<file path="config.mk">
export PLATFORM = sky130hd
export DESIGN_NAME = radix4_booth_seq_mul
export DESIGN_NICKNAME = d
export VERILOG_FILES = /design/src/rtl/radix4_booth_seq_mul.sv
export SDC_FILE = /design/constraint.sdc
export NUM_CORES = 1
export LEC_CHECK = 0
export CORE_MARGIN = 2
export CORE_UTILIZATION = 50
export DETAILED_ROUTE_END_ITERATION = 10
export PLACE_DENSITY = 0.71
export SLEW_MARGIN = 15
export SYNTH_ARGS = -nofsm -noshare
export SYNTH_HDL_FRONTEND = slang
export SYNTH_SLANG_ARGS = --single-unit
</file>
<file path="constraint.sdc">
create_clock -name clk -period 8.8 [get_ports clk]
set_input_delay 1.32 -clock clk [delete_from_list [all_inputs] [get_ports clk]]
set_output_delay 1.32 -clock clk [all_outputs]
set_load 0.05 [all_outputs]
</file>
<file path="src/rtl/radix4_booth_seq_mul.sv">
// ---------------------------------------------------------------------------
// radix4_booth_seq_mul
//
// Iterative unsigned multiplier. It accepts a WIDTH x WIDTH operand pair,
// radix-4 Booth recodes the multiplier b one digit per clock, and accumulates
// the generator's gen/sign partial products into a 2*WIDTH-bit product.
// It is the area-light alternative to a combinational Booth tree.
//
// Ports
//   clk        rising-edge clock
//   rst_n      asynchronous active-low reset
//   in_valid   operand pair on a/b is valid
//   in_ready   block can accept an operand pair (IDLE only)
//   a          unsigned multiplicand, WIDTH bits
//   b          unsigned multiplier (Booth-recoded), WIDTH bits
//   out_valid  product is valid (DONE)
//   out_ready  consumer accepts the product
//   product    unsigned a*b, 2*WIDTH bits
//   busy       high in RUN or DONE
// ---------------------------------------------------------------------------

// Unsigned radix-4 Booth partial-product generator.
// Value of the partial product is gen + sign - sign*2^(WIDTH+1):
// negative multiples are emitted as their one's complement with sign=1,
// so the +1 of the two's complement is folded in by the consumer.
module radix4_booth_pp_gen #(
    parameter int WIDTH = 8
) (
    input  logic [WIDTH-1:0] a,
    input  logic [2:0]       digit,
    output logic [WIDTH:0]   gen,
    output logic             sign
);
    always_comb begin
        // NOTE: default every combinational output first so no path through
        // the case statement can leave it unassigned and infer a latch.
        gen  = '0;
        sign = 1'b0;
        unique case (digit)
            3'b001, 3'b010: gen = {1'b0, a};
            3'b011:         gen = {a, 1'b0};
            3'b100: begin
                gen  = ~{a, 1'b0};
                sign = 1'b1;
            end
            3'b101, 3'b110: begin
                gen  = ~{1'b0, a};
                sign = 1'b1;
            end
            default: ;  // 000 and 111 contribute zero
        endcase
    end
endmodule

module radix4_booth_seq_mul #(
    parameter int WIDTH = 8
) (
    input  logic                 clk,
    input  logic                 rst_n,
    input  logic                 in_valid,
    output logic                 in_ready,
    input  logic [WIDTH-1:0]     a,
    input  logic [WIDTH-1:0]     b,
    output logic                 out_valid,
    input  logic                 out_ready,
    output logic [2*WIDTH-1:0]   product,
    output logic                 busy
);
    localparam int N   = WIDTH / 2 + 1;          // number of Booth digits
    localparam int KW  = $clog2(N);              // digit index width
    localparam int AW  = 2 * WIDTH + 2;          // accumulator width
    localparam int PW  = WIDTH + 2;              // signed partial-product width
    // Padded multiplier is wide enough that every encodable k selects in range.
    localparam int BPW = 2 * (2 ** KW) + 2;

    localparam logic [KW-1:0] K_LAST = KW'(N - 1);

    localparam logic [1:0] IDLE = 2'd0;
    localparam logic [1:0] RUN  = 2'd1;
    localparam logic [1:0] DONE = 2'd2;

    logic [1:0]         state;
    logic [WIDTH-1:0]   a_r;
    logic [WIDTH-1:0]   b_r;
    logic [AW-1:0]      acc;
    logic [KW-1:0]      k;
    logic [2*WIDTH-1:0] product_r;

    logic [BPW-1:0]     b_pad;
    logic [2:0]         digit;
    logic [WIDTH:0]     gen;
    logic               sign;
    logic [PW-1:0]      pp;
    logic [AW-1:0]      pp_wide;
    logic [AW-1:0]      acc_next;

    // B' = {.., 2'b00, b_r, 1'b0}: the trailing zero is the implicit b[-1].
    assign b_pad = BPW'({b_r, 1'b0});
    assign digit = b_pad[{k, 1'b0} +: 3];

    radix4_booth_pp_gen #(.WIDTH(WIDTH)) u_pp_gen (
        .a     (a_r),
        .digit (digit),
        .gen   (gen),
        .sign  (sign)
    );

    // {sign, gen} read as two's complement is gen - sign*2^(WIDTH+1);
    // adding sign completes the negation of the one's-complement multiple.
    assign pp       = {sign, gen} + PW'(sign);
    assign pp_wide  = {{(AW - PW){pp[PW-1]}}, pp};
    assign acc_next = acc + (pp_wide << {k, 1'b0});

    always_ff @(posedge clk or negedge rst_n) begin
        if (!rst_n) begin
            state     <= IDLE;
            a_r       <= '0;
            b_r       <= '0;
            acc       <= '0;
            k         <= '0;
            product_r <= '0;
        end else begin
            // NOTE: sequential state uses non-blocking assignments so every
            // register samples the pre-edge values of the others.
            unique case (state)
                IDLE: begin
                    if (in_valid) begin
                        a_r   <= a;
                        b_r   <= b;
                        acc   <= '0;
                        k     <= '0;
                        state <= RUN;
                    end
                end
                RUN: begin
                    acc <= acc_next;
                    k   <= k + 1'b1;
                    if (k == K_LAST) begin
                        // Final sum is exact and fits 2*WIDTH bits.
                        product_r <= acc_next[2*WIDTH-1:0];
                        state     <= DONE;
                    end
                end
                DONE: begin
                    if (out_ready) state <= IDLE;
                end
                default: state <= IDLE;
            endcase
        end
    end

    // in_ready is forced low while reset is asserted even though the state
    // register already reads IDLE.
    assign in_ready  = rst_n && (state == IDLE);
    assign out_valid = (state == DONE);
    assign busy      = (state != IDLE);
    assign product   = product_r;

endmodule

</file>
==> impl_metrics.tcl <==
set metrics [dict create \
    areaGrowthSynthToFinish_pct 14.12 \
    syn_inst 397 \
    clkSinkCount 53 \
    grt_pass1_vias 2805 \
    grt_use_total_pct 21.13 \
    grt_pass1_wl_mm 13.41 \
    path_max_fanout 24 \
    worstSetupPathType "register to register" \
    rsz0062_at_grt "no" \
    dr.pass1.iters 4 \
    ys_types 62 \
    clkTransAtPathRegs_ns 0.10 \
    htreeDepth 2 \
    cp_slowest_stage_delay_ns 0.82 \
    timing.final.ws_setup_ns 2.439 \
    diodes 0 \
    routed_wl_mm 7.581 \
    grt.overflow.total 0 \
    design.die.area_mm2 0.008035 \
    syn_area_per_cell_um2 9.237 \
    ys_ff_latch 53 \
    slew_violations 0 \
    cp_common_cell "a21oi_1" \
    cts-root-buf "clkbuf_8" \
    met3_usage_pct 3.291 \
    die_h_um 89.64 \
    drv_cap 0 \
    grt_util_met1_pct 29.61 \
    routed-via-count 2939 \
    viasPerCell 5.609 \
    holdWs_ns 0.4824 \
    hold_buffers 0 \
    worstPathCellList "mux4_1 -> nand2b_1 -> or3_1 -> o221ai_2 -> ha_1 -> xor2_1 -> nor2_1 -> a311oi_1 -> a21oi_1 -> nor2_1 -> ha_1 -> or2_2 -> a21oi_1 -> o31ai_1 -> or4_1 -> a41o_1 -> a21oi_1 -> o21ai_0 -> xnor2_2 -> o21ai_1 -> a22o_1" \
    synth_edf_count 0 \
    min_period_ns 6.361 \
    max-slew-margin-rel_pct 33.31 \
    synthArstFlopShare_pct 100.0 \
    syn-num-nets 437 \
    drtAntennaViolNets 0 \
    startpoint_type "register" \
    core_mm2 0.007176 \
    finalNetCount 464 \
    core.rowCount 31 \
    ys.flop_type "dfrtp_1" \
    tightest_slew_ns 0.9976 \
    antenna_found_initial 0 \
    yosys_warnings 0 \
    drt-initial-drc-count 132 \
    status "complete, no violations" \
    clockBufferDepth 2 \
    seq_area_frac_synth_pct 36.17 \
    syn_area_mm2 0.003667 \
    endpoint_kind "register" \
    timing.fmax_mhz 157.2 \
    start_util_pct 51.11 \
    required_ns 9.00 \
    critical_path_buf_inv_count 0 \
    cts_buffers 5 \
    boundaryPins 39 \
    cts_resized 0 \
    finalHoldViolations 0 \
    wl_per_cell_um 14.47 \
    slowest_stage "dfrtp_1" \
    worstSkewPairLatency_ns 0.30 \
    postCtsSetupBuffers 0 \
    gr-usage-met2_pct 34.69 \
    finalWeightedCongestion 0.9104 \
    setup_tns_ns 0 \
    drcViolationCount 0 \
    setup-violations-final 0 \
    cp.arrival_ns 6.56 \
    hold_path_class "register to register" \
    critical-path-top-delay-family "compound AO/OA/AOI/OAI gates" \
    die_w_um 89.64 \
    skew_ns 0.005065 \
    dp_hpwl_mm 5.668 \
    cts_tree "yes" \
    dpl_worst_slack_ns 2.495 \
    drive_above_1_share_pct 10.59 \
    grt_max_degree 55 \
    timing.final.crit_share_pct 72.28 \
    port_buffers 38 \
    grt_busiest_layer "met2" \
]
-- final timing paths --
| path | slack, ns | cells past startpoint | endpoint | start |
|---|---|---|---|---|
| setup / recovery | 2.44 | 21 | acc[15]$_DFFE_PN0P_ | k[0]$_DFFE_PN0P_ |
| hold / removal | 0.48 | 2 | product[12]$_DFFE_PN0P_ | product[12]$_DFFE_PN0P_ |
| setup reg to reg | 2.44 | 21 | acc[15]$_DFFE_PN0P_ | k[0]$_DFFE_PN0P_ |
| hold reg to reg | 0.48 | 2 | product[12]$_DFFE_PN0P_ | product[12]$_DFFE_PN0P_ |
| max in group asynchronous | 7.23 | 2 | b_r[6]$_DFFE_PN0P_ | rst_n |
| min in group asynchronous | 1.13 | 2 | product[14]$_DFFE_PN0P_ | rst_n |
-- synth_stat cells, drive strengths merged (2+ instances only) --
| library cell | n | area share [%] |
|---|---|---|
| and2 | 9 | 1.5 |
| clkbuf | 13 | 1.3 |
| nand3 | 23 | 3.1 |
| a211oi | 3 | 0.75 |
| o22ai | 2 | 0.51 |
| ha | 19 | 6.5 |
| and3 | 2 | 0.34 |
| nand2 | 42 | 4.3 |
| o221ai | 7 | 2.4 |
| o21a | 2 | 0.41 |
| nor2b | 7 | 1.2 |
| or3 | 4 | 0.68 |
| dfrtp | 53 | 36 |
| nor3 | 3 | 0.41 |
| o211ai | 2 | 0.55 |
| a31oi | 4 | 0.68 |
| or2 | 3 | 0.51 |
| xnor2 | 9 | 2.6 |
| a21o | 4 | 0.82 |
| xor2 | 20 | 5.0 |
| buf | 7 | 1.5 |
| mux2 | 17 | 5.2 |
| and4 | 2 | 0.48 |
| nor2 | 18 | 1.8 |
| nand4 | 10 | 2.1 |
| o31ai | 4 | 0.82 |
| a21oi | 22 | 3.0 |
| inv | 12 | 1.2 |
| nand2b | 7 | 1.2 |
| o21ai | 43 | 5.9 |
| mux2i | 6 | 1.6 |
| nor4 | 2 | 0.75 |
-- tightest hold or removal path, cell delays in order (launching register included) --
cell	delay (ns)
dfrtp_1	0.35
nand2_1	0.04
o21ai_0	0.06
-- logic make-up after synthesis --
family                   share of synthesized area (%)
AND/OR/NAND/NOR                                  19.55
AO/OA/AOI/OAI                                    17.98
flip-flops                                       36.17
buffers and inverters                            4.162
XOR/XNOR                                         7.540
multiplexers                                     7.574
adder cells (fa/ha/maj)                          7.028
-- sequential cells by signal, summed over array words and instances (netlist names) --
| register | flops |
|---|---|
| acc | 16 |
| product | 16 |
| a_r | 8 |
| b_r | 8 |
| k | 3 |
| state | 2 |
-- final cells by class --
type | instances | area (um2)
fillers | 655 | 2990
multi-input cells | 311 | 2191
flip-flops and latches | 53 | 1326
repair buffers | 40 | 390.4
well taps | 99 | 123.9
clock buffers | 7 | 96.34
inverters | 13 | 48.80
clock inverters | 1 | 8.758
-- per-layer routing --
layer / part of all wire, % / up-vias
li1: - / 1489
met3: 3.2 / 6
met1: 48 / 1393
met5: 0 / -
met2: 48 / 51
met4: 0.98 / 0
-- metrics by stage --
stage	cell area (um2)	utilization [%]	cells
global placement	4078	56.83	516
global route	4185	58.33	524
CTS	4183	58.29	524
finish	4185	58.33	524
floorplan	3667	-	397
detailed placement	4078	56.83	516
-- cell usage in the layout (no fill, tap or decap), types with 3 or more instances in the layout --
master,count
and2_1,9
xor2_1,19
nand2b_1,6
a31oi_1,4
clkdlybuf4s50_1,37
nor2b_1,7
o221ai_2,4
o21ai_0,40
nand4_1,9
clkbuf_8,7
mux2i_1,6
nand2_1,42
nor3_1,3
o21ai_1,3
inv_1,11
dfrtp_1,53
o31ai_1,4
a21oi_1,22
ha_1,19
nand3_1,23
nor2_1,18
or3_1,4
mux2_2,17
o221ai_1,3
xnor2_1,7
a21o_1,4
Power is left out: the tool's default activity adds up to more than one toggle a clock period on the data nets, which glitch-free logic cannot reach.
